===== config.mk =====
export PLATFORM = sky130hd
export DESIGN_NAME = minimax_mem_arbiter
export DESIGN_NICKNAME = d
export VERILOG_FILES = /design/src/rtl/minimax_mem_arbiter.sv
export SDC_FILE = /design/constraint.sdc
export NUM_CORES = 1
export LEC_CHECK = 0
export CORE_MARGIN = 2
export CORE_UTILIZATION = 30
export CTS_CLUSTER_SIZE = 14
export DETAILED_ROUTE_END_ITERATION = 8
export GPL_TIMING_DRIVEN = 1
export PLACE_DENSITY_LB_ADDON = 0.25
export SYNTH_ARGS = -nofsm -noshare
export SYNTH_HDL_FRONTEND = slang
export SYNTH_SLANG_ARGS = --single-unit

===== constraint.sdc =====
create_clock -name clk -period 3.05 [get_ports clk]
set_input_delay 0.61 -clock clk [delete_from_list [all_inputs] [get_ports clk]]
set_output_delay 0.61 -clock clk [all_outputs]
set_load 0.005 [all_outputs]

===== src/rtl/minimax_mem_arbiter.sv =====
// rtl/minimax_mem_arbiter.sv - single-port RAM arbiter for minimax fetch/data ports
// Data-first arbitration with anti-starvation, halt/exit register decode.
module minimax_mem_arbiter #(
  parameter int          PC_BITS      = 13,
  parameter int          STARVE_LIMIT = 3,
  parameter logic [31:0] HALT_ADDR    = 32'hFFFFFFFC
) (
  input  logic               clk,
  input  logic               reset,
  input  logic               i_req,
  input  logic [PC_BITS-1:0] i_addr,
  output logic               i_gnt,
  output logic               i_rvalid,
  output logic [15:0]        i_rdata,
  input  logic               d_req,
  input  logic [31:0]        d_addr,
  input  logic [3:0]         d_wmask,
  input  logic [31:0]        d_wdata,
  output logic               d_gnt,
  output logic               d_rvalid,
  output logic [31:0]        d_rdata,
  output logic               ram_en,
  output logic [3:0]         ram_we,
  output logic [PC_BITS-3:0] ram_addr,
  output logic [31:0]        ram_wdata,
  input  logic [31:0]        ram_rdata,
  output logic               halted,
  output logic [31:0]        exit_code
);

  typedef enum logic {S_RUN, S_HALTED} state_t;

  state_t      r_state, w_state_nxt;
  logic [3:0]  r_starve_cnt, w_starve_nxt;
  logic        r_pend_i, r_pend_d, r_pend_zero, r_hsel;
  logic [31:0] r_exit_code;

  logic w_d_in_range, w_d_is_halt, w_halt_wr, w_starved, w_run, w_d_ram, w_lsb_tie;

  // Ignored address LSBs are folded into a constant-zero term so they stay referenced.
  assign w_lsb_tie    = &{1'b0, i_addr[0], d_addr[1:0]};
  assign w_d_in_range = (d_addr[31:PC_BITS] == '0);
  assign w_d_is_halt  = (d_addr[31:2] == HALT_ADDR[31:2]);
  assign w_starved    = (r_starve_cnt == 4'(STARVE_LIMIT));
  assign w_run        = (r_state == S_RUN) && !reset;
  assign w_halt_wr    = d_gnt && w_d_is_halt && (d_wmask == 4'hF);
  assign w_d_ram      = d_gnt && w_d_in_range;

  always_comb begin
    w_state_nxt = r_state;
    d_gnt       = w_run && d_req && !(i_req && w_starved);
    i_gnt       = w_run && i_req && !d_gnt;
    if (r_state == S_RUN && w_halt_wr)
      w_state_nxt = S_HALTED;
  end

  always_comb begin
    w_starve_nxt = r_starve_cnt;
    if (!i_req || i_gnt)
      w_starve_nxt = 4'd0;
    else if (d_gnt && !w_starved)
      w_starve_nxt = r_starve_cnt + 4'd1;
  end

  assign ram_en    = w_d_ram || i_gnt;
  assign ram_we    = w_d_ram ? d_wmask : 4'h0;
  assign ram_wdata = w_d_ram ? d_wdata : 32'h0;
  assign ram_addr  = w_d_ram ? d_addr[PC_BITS-1:2] :
                     i_gnt   ? i_addr[PC_BITS-1:2] : '0;

  always_ff @(posedge clk) begin
    if (reset) begin
      r_state      <= S_RUN;
      r_starve_cnt <= 4'd0;
      r_pend_i     <= 1'b0;
      r_pend_d     <= 1'b0;
      r_pend_zero  <= 1'b0;
      r_hsel       <= 1'b0;
      r_exit_code  <= 32'h0;
    end else begin
      r_state      <= w_state_nxt;
      r_starve_cnt <= w_starve_nxt;
      r_pend_i     <= i_gnt;
      r_pend_d     <= d_gnt && (d_wmask == 4'h0);
      r_pend_zero  <= d_gnt && !w_d_in_range;
      r_hsel       <= i_addr[1] | w_lsb_tie;
      if (w_halt_wr)
        r_exit_code <= d_wdata;
    end
  end

  // Returns are masked during reset so an in-flight read is discarded.
  assign i_rvalid  = r_pend_i && !reset;
  assign d_rvalid  = r_pend_d && !reset;
  assign i_rdata   = !i_rvalid ? 16'h0 : (r_hsel ? ram_rdata[31:16] : ram_rdata[15:0]);
  assign d_rdata   = (d_rvalid && !r_pend_zero) ? ram_rdata : 32'h0;
  assign halted    = (r_state == S_HALTED) && !reset;
  assign exit_code = reset ? 32'h0 : r_exit_code;

endmodule


# ---- Word-level counts from Yosys, hierarchy flattened
# Cells that the tools add are included.
dict set report classes {
  addsub 1
  eq_ne 3
  muxes 8
  bitwise_logic 1
  reduce_logical 29
}
# op count
set ops {}
lappend ops {{32-bit 2-to-1 mux} 3}
lappend ops {{16-bit 2-to-1 mux} 2}
lappend ops {{30-bit == test (second input constant)} 1}
lappend ops {{11-bit 2-to-1 mux} 2}
lappend ops {{19-bit logical NOT} 1}
lappend ops {{1-bit logical AND} 17}
lappend ops {{1-bit logical NOT} 7}
lappend ops {{4-bit by 1-bit adder with 4-bit output (second input constant)} 1}
lappend ops {{4-bit by 2-bit == test with 1-bit output (second input constant)} 1}
lappend ops {{4-bit == test (second input constant)} 1}
lappend ops {{4-bit logical NOT} 1}
lappend ops {{4-bit 2-to-1 mux} 1}
lappend ops {{1-bit logical OR} 2}
lappend ops {{2-bit OR reduction} 1}
lappend ops {{1-bit inverter} 1}
dict set report totals {
  ff_bits 41
}

# ---- Logic depth before layout (Yosys ltp)
dict set report depth {
  word_depth 8
  depth_mapped 6
}

# ---- Worst setup path after synthesis
# No wires, ideal clock.
dict set report synth_timing {
  kind {in2out}
  from {input reset}
  to {output ram_wdata[11]}
  t_arrival_ns 1.949
  path_slack_ns 0.491
  cell_stages 6
  path_buffers 2
  path_cell_list {or3b_4 a31o_4 nor4_4 buf_4 buf_6 and2_1}
}
dict set report synth_via {
  elab_chain_cells 6
}
# item line_no
set synth_lines {}
lappend synth_lines {{start: declaration} 9} ;# input logic reset,
lappend synth_lines {{1-bit logical NOT} 45} ;# assign w_run = (r_state == S_RUN) && !reset;
lappend synth_lines {{1-bit logical AND} 45}
lappend synth_lines {{1-bit logical AND (2 in series)} 51} ;# d_gnt = w_run && d_req && !(i_req && w_starved);
lappend synth_lines {{1-bit logical AND} 47} ;# assign w_d_ram = d_gnt && w_d_in_range;
lappend synth_lines {{32-bit 2-to-1 mux} 67} ;# assign ram_wdata = w_d_ram ? d_wdata : 32'h0;
lappend synth_lines {{end: declaration} 25} ;# output logic [31:0] ram_wdata,
# Every way passes these cells.

# ---- Worst setup path after layout
dict set report layout_timing {
  from {input d_req}
  to {output ram_addr[8]}
}
dict set report layout_via {
  elab_chain_cells 6
}
# item line_no
set layout_lines {}
lappend layout_lines {{start: declaration} 15} ;# input logic d_req,
lappend layout_lines {{1-bit logical AND (*) (2 in series)} 51}
lappend layout_lines {{1-bit logical NOT} 52} ;# i_gnt = w_run && i_req && !d_gnt;
lappend layout_lines {{1-bit logical AND} 52}
lappend layout_lines {{11-bit 2-to-1 mux} 69} ;# i_gnt ? i_addr[PC_BITS-1:2] : '0;
lappend layout_lines {{11-bit 2-to-1 mux (*)} 68} ;# assign ram_addr = w_d_ram ? d_addr[PC_BITS-1:2] :
lappend layout_lines {{end: declaration} 24} ;# output logic [PC_BITS-3:0] ram_addr,
# Every way passes the cells marked *; elsewhere a longest branch is shown, timed or not.

==> metrics.md <==
| Metric | Value |
|---|---|
| RSZ-0062 raised after global routing | no |
| Min Tclk post-route | 3.00 ns |
| Final worst-path cycle share | 98.5% |
| Cell variety after synth | 34 |
| Net Sw Frac | 21.9% |
| Hold buffer count at CTS | 0 |
| Number of global-route vias before repair | 3229 |
| Wire per inst | 16.2 µm |
| Register share of total power | 43.0% |
| Residual DRC | 0 |
| P_leak | 2.34 nW |
| Commonest cells after routing, fill and taps aside | 177 x clkdlybuf4s50_1, 60 x and2_1, 41 x dfxtp_1 |
| CTS tree | done |
| Slew @ Worst Pin | 0.570 ns |
| CTS Buf Count | 5 |
| Row count | 33 |
| Die X | 96.9 µm |
| Final hold vios | 0 |
| Nets@finish | 669 |
| Top cell type's share of synthesized area | 31.7% |
| Crit start category | primary input |
| Kind of critical path | primary input to output pin |
| CP Max Fanout | 6 |
| Sequential Area | 821 µm² |
| Synth warn | 0 |
| Most common cell after layout, fill and taps aside | clkdlybuf4s50_1 |
| Seq/Total Area, Yosys | 31.7% |
| Chip height | 96.9 µm |
| Multi-input logic area | 1710 µm² |
| Asr flop ratio synth | 0% |
| Clk buf depth | 2 |
| IO Count | 250 |
| Via count | 3142 |
| Hold Slack | 0.502 ns |
| Initial antenna violation count | 0 |
| Comb power frac | 20.7% |
| Max Fclk | 333 MHz |
| Routed WL | 10.7 mm |
| Clock-pin slew on the worst setup and hold paths | 0.08 ns |
| Initial Util | 31.2% |
| Antenna-violating nets left | 0 |
| Final HPWL DP | 8.00 mm |
| Cell taking the most area after synthesis | dfxtp_1 |
| Clock power frac | 36.2% |
| Fin Setup TNS | 0 ns |
| GRT Total Usage | 21.4% |
| Grt ovf | 0 |
| Max cap viols | 0 |
| Vias per Instance | 4.78 |
| Root Driver | clkbuf_8 |
| Net Switching | 0.273 mW |
| Pint | 0.976 mW |
| Hold crit path type | flip-flop to flip-flop |
| Ys flop type | dfxtp_1 |
| Syn_area_per_cell | 8.90 µm² |
| Synthesized area | 2590 µm² |
| Crit. End Element | output pin |
| Antenna diodes | 0 |
| Status | completed |
| Fillers | 705 |
| Post-route insts no fill | 657 |
| CP required | 2.44 ns |
| Clk_skew | 0.00631 ns |
| Arr. time, crit path | 2.39 ns |
| Power, Total | 1.25 mW |
| # port buffers | 246 |
| Die area | 9390 µm² |
| Synthesized Nets | 409 |
| First drt pass iteration count | 4 |
| First-pass GRT wire length | 16.3 mm |
| Maximum VDD drop | 0.209 mV |
| Clk_lat worst skew | 0.29 ns |
| Layout cells sized above 1 | 21.0% |
| Core area | 8300 µm² |
| Top area cells in the synthesized netlist | dfxtp_1 32%, and2_1 16%, mux2_2 13% |
| Layout area overhead | 113% |
| Htree depth | 2 |
| Final-report setup violation count | 0 |
| Largest net degree at the start of global routing | 34 |
| GP Congestion | 0.848 |
| Cells after Synth | 291 |
| Max-slew violation count | 0 |
| Cell Pwr Density | 226 nW/µm² |
| Max-slew headroom at the worst pin | 61.6% |
| #FFs+latches synth | 41 |
| Post-synth EDFFs | 0 |
| CTS sink count | 41 |
| Placed Instances | 638 |
| 1st-iter DRT viols | 46 |
[path summary, 6_finish.rpt]
| kind | startpoint | endpoint | slack [ns] | depth (start not counted) |
|---|---|---|---|---|
| hold reg to reg | r_starve_cnt[3]$_SDFFE_PP0P_ | r_starve_cnt[3]$_SDFFE_PP0P_ | 0.50 | 2 |
| setup / recovery | d_req | ram_addr[8] | 0.05 | 9 |
| hold / removal | r_starve_cnt[3]$_SDFFE_PP0P_ | r_starve_cnt[3]$_SDFFE_PP0P_ | 0.50 | 2 |
| setup reg to reg | r_state$_SDFFE_PP0P_ | r_exit_code[8]$_SDFFE_PP0P_ | 1.12 | 8 |
[synth_stat cells (2+ instances only)]
| cell | instances |
|---|---|
| mux2_1 | 3 |
| nor2_1 | 22 |
| nand3b_1 | 2 |
| buf_6 | 2 |
| buf_2 | 4 |
| nand2_1 | 3 |
| nor4_1 | 5 |
| mux2_2 | 29 |
| a22o_1 | 11 |
| a21oi_1 | 3 |
| clkbuf_1 | 12 |
| dfxtp_1 | 41 |
| and2_1 | 68 |
| nand4_1 | 8 |
| mux2i_1 | 17 |
| nor2b_1 | 36 |
| nor3_1 | 5 |
| o21ai_0 | 2 |
| nand2b_1 | 3 |
[critical path, stage by stage]
cell and delay [ns]:
dlygate4sd2_1 0.19, or3b_4 0.38, a31o_4 0.23, nor4_4 0.21, buf_6 0.16, buf_6 0.13, buf_12 0.12, a22o_1 0.13
dlygate4sd2_1 0.24
[timing repair]
action	4_1_cts	5_1_grt
resized for setup	153	37
endpoints found under the setup margin	81	26
setup buffers	5	1
gates cloned	5	1
pin swaps	9	6
[registers in the layout, indices dropped and copies added (netlist names)]
register and flops:
r_exit_code 32, r_hsel 1, r_pend_d 1, r_pend_i 1, r_pend_zero 1, r_starve_cnt 4
r_state 1
[layout make-up]
class                           count  share of cell area, %
Clock buffer                        6                   1.49
Clock inverter                      2                  0.680
Inverter                            2                  0.136
Multi-Input combinational cell    228                   31.0
Sequential cell                    41                   14.9
Tap cell                          105                   2.38
Timing Repair Buffer              273                   49.5
[through the flow]
| stage | utilization (%) | area, µm² | setup WS (ns) |
|---|---|---|---|
| 2_1_floorplan | - | 2590 | 0.491 |
| 3_3_place_gp | 63.5 | 5270 | -0.513 |
| 3_5_place_dp | 63.5 | 5270 | -0.514 |
| 4_1_cts | 67.4 | 5600 | -0.00729 |
| 5_1_grt | 66.6 | 5520 | 0.00263 |
| 6_report | 66.6 | 5520 | 0.0468 |
[cell families (layout without fill, tap and decap cells)]
group           Yosys count  in the layout  synth area share, %
compound gates           19             19                 5.94
mux                      49             49                 20.5
flops                    41             41                 31.7
simple gates            159            159                 37.3
buf+inv                  22            283                 4.11
fa+ha+maj                 1              1                0.483
[routing by layer]
layer / up-vias / global-route usage [%] / share of wire, % / wire length [µm]
li1: 1517 / - / - / -
met1: 1449 / 22.6 / 37 / 3970
met2: 162 / 38.8 / 51 / 5480
met3: 14 / 8.74 / 9.3 / 996
met4: 0 / 5.96 / 2.0 / 213
met5: - / 0 / 0 / 0
[power by group through the flow]
| stage | logic (mW) | registers [mW] | clock network, mW |
|---|---|---|---|
| final | 0.259 | 0.538 | 0.453 |
| after global routing | 0.276 | 0.538 | 0.490 |
| after CTS | 0.259 | 0.538 | 0.467 |
| after detailed placement | 0.268 | 0.551 | 0 |
| after global placement | 0.264 | 0.551 | 0 |
| after floorplan | 0.0541 | 0.551 | 0 |
Power figures use the tool's default switching activity.
